## src/rtl/multdiv_issue_pkg.sv

```systemverilog
// rtl/multdiv_issue_pkg.sv - shared types and constants for the mult/div issue controller
package multdiv_issue_pkg;

  typedef enum logic [1:0] {
    S_IDLE  = 2'd0,
    S_START = 2'd1,
    S_WAIT  = 2'd2,
    S_DONE  = 2'd3
  } md_state_e;

  localparam logic [31:0] EXC_MULT = 32'd4;
  localparam logic [31:0] EXC_DIV  = 32'd5;
  localparam int unsigned RSTATUS_REG_DEFAULT = 30;

endpackage

```

## src/rtl/md_timeout_ctr.sv

```systemverilog
// rtl/md_timeout_ctr.sv - saturating 7-bit cycle counter with clear and enable
module md_timeout_ctr (
  input  logic       clk_i,
  input  logic       rst_i,
  input  logic       clr_i,
  input  logic       en_i,
  output logic [6:0] count_o
);

  logic [6:0] count_q, count_d;

  always_comb begin
    count_d = count_q;
    if (clr_i) begin
      count_d = 7'd0;
    end else if (en_i && (count_q != 7'h7f)) begin
      count_d = count_q + 7'd1;
    end
  end

  always_ff @(posedge clk_i) begin
    if (rst_i) begin
      count_q <= 7'd0;
    end else begin
      count_q <= count_d;
    end
  end

  assign count_o = count_q;

endmodule

```

## src/rtl/multdiv_issue.sv

```systemverilog
// rtl/multdiv_issue.sv - issues one mult/div op, stalls the front end, returns a writeback
// Optional WAIT abort via macro MULTDIV_TIMEOUT_EN.
module multdiv_issue
  import multdiv_issue_pkg::*;
#(
  parameter int unsigned TIMEOUT_CYCLES = 64,
  parameter int unsigned RSTATUS_REG    = RSTATUS_REG_DEFAULT
) (
  input  logic        clock,
  input  logic        reset,
  input  logic        dx_valid,
  input  logic        dx_is_mult,
  input  logic        dx_is_div,
  input  logic [31:0] dx_operandA,
  input  logic [31:0] dx_operandB,
  input  logic [4:0]  dx_rd,
  input  logic [31:0] md_result,
  input  logic        md_exception,
  input  logic        md_resultRDY,
  output logic [31:0] md_operandA,
  output logic [31:0] md_operandB,
  output logic        md_ctrl_MULT,
  output logic        md_ctrl_DIV,
  output logic        stall,
  output logic        wb_valid,
  output logic [4:0]  wb_rd,
  output logic [31:0] wb_data,
  output logic        busy
);

  localparam logic [4:0] RSTATUS_RD = 5'(RSTATUS_REG);

  if ((TIMEOUT_CYCLES < 1) || (TIMEOUT_CYCLES > 127)) begin : g_bad_timeout
    $error("TIMEOUT_CYCLES must be in 1..127");
  end

  md_state_e   state_q, state_d;
  logic        is_div_q;
  logic [31:0] opa_q, opb_q, result_q;
  logic [4:0]  rd_q;
  logic        exc_q;
  logic        accept;
  logic        timeout;

  assign accept = dx_valid & (dx_is_mult | dx_is_div);

`ifdef MULTDIV_TIMEOUT_EN
  localparam logic [6:0] TIMEOUT_LAST = 7'(TIMEOUT_CYCLES - 1);
  logic [6:0] wait_count;

  // Cleared during START so the first WAIT cycle sees zero.
  md_timeout_ctr u_timeout_ctr (
    .clk_i   (clock),
    .rst_i   (reset),
    .clr_i   (state_q == S_START),
    .en_i    (state_q == S_WAIT),
    .count_o (wait_count)
  );

  assign timeout = (state_q == S_WAIT) && (wait_count == TIMEOUT_LAST);
`else
  assign timeout = 1'b0;
`endif

  always_ff @(posedge clock) begin
    if (reset) begin
      state_q <= S_IDLE;
    end else begin
      state_q <= state_d;
    end
  end

  always_comb begin
    state_d = state_q;
    case (state_q)
      S_IDLE:  if (accept) state_d = S_START;
      S_START: state_d = S_WAIT;
      S_WAIT:  if (md_resultRDY || timeout) state_d = S_DONE;
      S_DONE:  state_d = S_IDLE;
      default: state_d = S_IDLE;
    endcase
  end

  // Mult wins when both op flags are set; a timeout reads as an exception.
  always_ff @(posedge clock) begin
    if (reset) begin
      is_div_q <= 1'b0;
      opa_q    <= 32'd0;
      opb_q    <= 32'd0;
      rd_q     <= 5'd0;
      result_q <= 32'd0;
      exc_q    <= 1'b0;
    end else begin
      if ((state_q == S_IDLE) && accept) begin
        is_div_q <= ~dx_is_mult;
        opa_q    <= dx_operandA;
        opb_q    <= dx_operandB;
        rd_q     <= dx_rd;
      end
      if (state_q == S_WAIT) begin
        if (md_resultRDY) begin
          result_q <= md_result;
          exc_q    <= md_exception;
        end else if (timeout) begin
          result_q <= 32'd0;
          exc_q    <= 1'b1;
        end
      end
    end
  end

  always_comb begin
    md_ctrl_MULT = 1'b0;
    md_ctrl_DIV  = 1'b0;
    wb_valid     = 1'b0;
    wb_rd        = 5'd0;
    wb_data      = 32'd0;
    stall        = 1'b0;
    busy         = (state_q != S_IDLE);
    case (state_q)
      S_IDLE:  stall = accept;
      S_START: begin
        stall        = 1'b1;
        md_ctrl_MULT = ~is_div_q;
        md_ctrl_DIV  = is_div_q;
      end
      S_WAIT:  stall = 1'b1;
      S_DONE: begin
        if (exc_q) begin
          wb_valid = 1'b1;
          wb_rd    = RSTATUS_RD;
          wb_data  = is_div_q ? EXC_DIV : EXC_MULT;
        end else if (rd_q != 5'd0) begin
          wb_valid = 1'b1;
          wb_rd    = rd_q;
          wb_data  = result_q;
        end
      end
      default: ;
    endcase
  end

  assign md_operandA = opa_q;
  assign md_operandB = opb_q;

endmodule

```

## config.mk

```make
export PLATFORM = sky130hd
export DESIGN_NAME = multdiv_issue
export DESIGN_NICKNAME = d
export VERILOG_FILES = /design/src/rtl/multdiv_issue_pkg.sv /design/src/rtl/md_timeout_ctr.sv /design/src/rtl/multdiv_issue.sv
export SDC_FILE = /design/constraint.sdc
export NUM_CORES = 1
export LEC_CHECK = 0
export ABC_AREA = 0
export CORE_MARGIN = 8
export CORE_UTILIZATION = 36
export CTS_CLUSTER_DIAMETER = 100
export CTS_CLUSTER_SIZE = 20
export DETAILED_ROUTE_END_ITERATION = 10
export GPL_ROUTABILITY_DRIVEN = 0
export PLACE_DENSITY = 0.8
export REMOVE_ABC_BUFFERS = 1
export SETUP_SLACK_MARGIN = 0.15
export SLEW_MARGIN = 10
export SYNTH_ARGS = -nofsm -noshare
export SYNTH_HDL_FRONTEND = slang
export SYNTH_SLANG_ARGS = --single-unit
export TNS_END_PERCENT = 10
```

## constraint.sdc

```tcl
create_clock -name clock -period 1.9 [get_ports clock]
set_input_delay 0.57 -clock clock [delete_from_list [all_inputs] [get_ports clock]]
set_output_delay 0.57 -clock clock [all_outputs]
set_load 0.02 [all_outputs]
```

==> flow_summary_export.csv <==
group,metric,value,unit
run_status,status,"complete, but fails checks",
run_status,violations,"setup timing",
floorplan,die_w,122.6,um
timing,clock_skew,0.006292,ns
cts,clk_path_buf_depth,2,
layout,final_area,6802,um^2
synthesis,synth_seq_area_share,0.5138,
cts,cts_hold_buf,0,
grt,antenna_found_initial,0,
routing,dr_total_vias,4219,
grt,grt_max_degree,72,
worst_setup_path,endpoint_kind,"output pin",
synthesis,synth_area_per_cell,7.853,um^2
routing,wl_per_cell,15.75,um
grt,globalRoute.totalOverflow,0,
worst_setup_path,cpPeakStageDelay,0.62,ns
layout,n_antenna_cell,0,
worst_setup_path,crit_type,"flop to output pin",
worst_setup_path,start_kind,"flop",
worst_hold_path,worst_hold_startpoint,"md_operandA[10]",
floorplan,die-area,15030,um^2
power_and_ir_drop,vdd_drop_max,545.1,uV
timing,max_freq,408.1,MHz
worst_setup_path,rr_worst_depth,7,
timing,finalHoldViolations,0,
worst_setup_path,crit_arrival,1.88,ns
grt,grt_pass1_wl,21.62,mm
job,max_cap_viol_count,0,
worst_setup_path,cp.required,1.33,ns
timing,hold_ws,0.4499,ns
cts,root_buffer,"clkbuf_16",
floorplan,core-area,11270,um^2
floorplan,std_cell_rows,39,
cts,post-cts-setup-buffer-count,0,
routing,drt_iter0_markers,242,
timing,worstMarginPinSlew,0.4621,ns
synthesis,ys_ff_latch,105,
timing,final.period_utilization,1.290,
layout,regArea,2107,um^2
worst_setup_path,cpMaxStageDelayCell,"or4_4",
worst_hold_path,hold_depth,2,
synthesis,yosysMostFrequentCell,"nand2_1",
synthesis,synthCells,521,
synthesis,synthTopCellsByArea,"dfxtp_1 51%, nand2_1 19%, a21oi_1 13%",
floorplan,dieHeight,122.6,um
synthesis,synth_area_leader_cell,"dfxtp_1",
synthesis,synth_ff_type,"dfxtp_1",
placed_design,place_hpwl,10.02,mm
worst_setup_path,r2r_start,"state_q[1]",
floorplan,io_pins,214,
placed_design,port_buffers,213,
synthesis,synthArstFlopShare,0,
worst_setup_path,cp_cell_sequence,"or4_4 -> o211a_4 -> and2_4 -> buf_6",
routing,drt_wl_total,13.89,mm
synthesis,yosysTopAreaCellShare,0.5138,
cts,cts_tree,"built",
cts,clk_latency,0.34,ns
layout,fin_nets,846,
synthesis,synthTopCellsByCount,"209 x nand2_1, 105 x dfxtp_1, 103 x a21oi_1",
worst_setup_path,reg2reg_to,"md_operandB[4]",
worst_hold_path,worst_hold_path.endpoint,"md_operandA[10]",
worst_setup_path,crit_fanout,8,
layout,nFillCells,998,
timing,finalSetupViolations,38,
routing,drc,0,
timing,relSlewSlack,0.6919,
grt,grt_usage,0.1818,
cts,clock_sinks,105,
power_and_ir_drop,power_leakage,2.882,nW
worst_setup_path,r2r_slack,0.19,ns
placed_design,place_ws,-0.6490,ns
synthesis,syn_area,4091,um^2
synthesis,ys_warn_count,0,
timing,setup_tns,-17.28,ns
timing,report.final.slew_viol_count,0,
routing,ant_nets,0,
cts,ctsHtreeMaxLevel,3,
timing,rsz0062_at_grt,"yes",
layout,layout-drive-gt1-share,0.1759,
cts,clkTransAtPathRegs,0.06,ns
grt,first_global_vias,4293,
synthesis,synth_edf_count,0,
routing,firstDrtPassIters,4,
worst_hold_path,hold_class,"flop to flop",
layout,syn_to_final_growth,66.24,%
synthesis,synthDistinctLibCells,25,
power_and_ir_drop,p_per_area,1032,nW/um^2
cts,cts_buffers,9,
layout,multi_input_area,1873,um^2
timing,final.min_clock_period,2.450,ns
routing,vias_per_cell,4.783,
floorplan,start_util,0.3630,
worst_setup_path,critPathLaunch,"rd_q[2]",
placed_design,placed_area,6477,um^2
timing,finalWorstSetupSlack,-0.5504,ns
[layout by cell type (no fill, tap or decap), types with 3 or more instances in the layout]
master           synthesis  final
a21oi_1                103    103
o21ai_0                  3      3
nand2_1                209    209
buf_2                    3      5
buf_4                    0     20
buf_6                    3     36
clkdlybuf4s50_1          0    106
buf_12                   0      5
and2_4                  30     30
clkbuf_16                0      9
clkbuf_8                 0      4
nor2_1                   4      3
dfxtp_2                  0      4
o211a_4                  1      4
dfxtp_1                105    101
dlygate4sd2_1            0     64
o21a_1                   4      4
inv_1                    5      4
[power by group]
part / internal (mW) / leakage [nW] / switching (mW)
Clock: 0.994 / 0.145 / 0.777
Combinational: 1.07 / 1.88 / 1.44
Sequential: 2.55 / 0.857 / 0.193
Total: 4.61 / 2.88 / 2.41
[routing by layer]
metal	track usage	wire, um	vias up
met4	0.06626	175	0
met2	0.3140	6880	170
li1	-	-	2096
met5	0	0	-
met3	0.07774	1610	12
met1	0.1946	5226	1941
[how the worst max path moves through the flow]
stage                          end  slack, ns  cells after the start
floorplan           md_operandA[0]      -1.46                      3
global placement             stall      -0.64                      5
detailed placement           stall      -0.65                      5
CTS                     wb_data[4]      -0.57                      4
global route            wb_data[4]      -0.60                      4
finish                  wb_data[4]      -0.55                      4
[metrics by stage]
stage / util / instances / total power, mW
after floorplan: - / 482 / 3.983
after global placement: 0.5746 / 863 / 5.306
after detailed placement: 0.5746 / 863 / 5.387
after CTS: 0.6034 / 882 / 7.077
after global routing: 0.6034 / 882 / 7.448
final: 0.6034 / 882 / 7.017
[critical path, delay by kind of cell (launching register included)]
family / cells / cell delay, ns
compound gates: 1 / 0.33
flops: 1 / 0.32
buf+inv: 1 / 0.12
simple gates: 2 / 0.78
[area by class of cell]
| type | count | share of cell area |
|---|---|---|
| inverters | 5 | 0.002759 |
| flip-flops and latches | 105 | 0.3098 |
| repair buffers | 238 | 0.3427 |
| multi-input cells | 375 | 0.2754 |
| clock buffers | 12 | 0.03918 |
| clock inverters | 4 | 0.003863 |
| well taps | 143 | 0.02631 |
[registers in the layout (all words and copies together), names as in the netlist]
signal	flops
md_operandA	32
is_div_q	1
exc_q	1
result_q	32
md_operandB	32
rd_q	5
state_q	2
[logic make-up after synthesis]
kind of cell / count (synthesis) / synth area share
AND/OR/NAND/NOR: 251 / 0.2728
adder cells (fa/ha/maj): 4 / 0.01223
multiplexers: 1 / 0.002447
AO/OA/AOI/OAI: 116 / 0.1520
flip-flops: 105 / 0.5138
buffers and inverters: 44 / 0.04679
[timing repair]
action,4_1_cts,5_1_grt
endpoints found under the setup margin,176,111
pin swaps,36,2
resized for setup,311,14
gates cloned,3,0
Note: power is estimated with default switching activity, not from simulation.
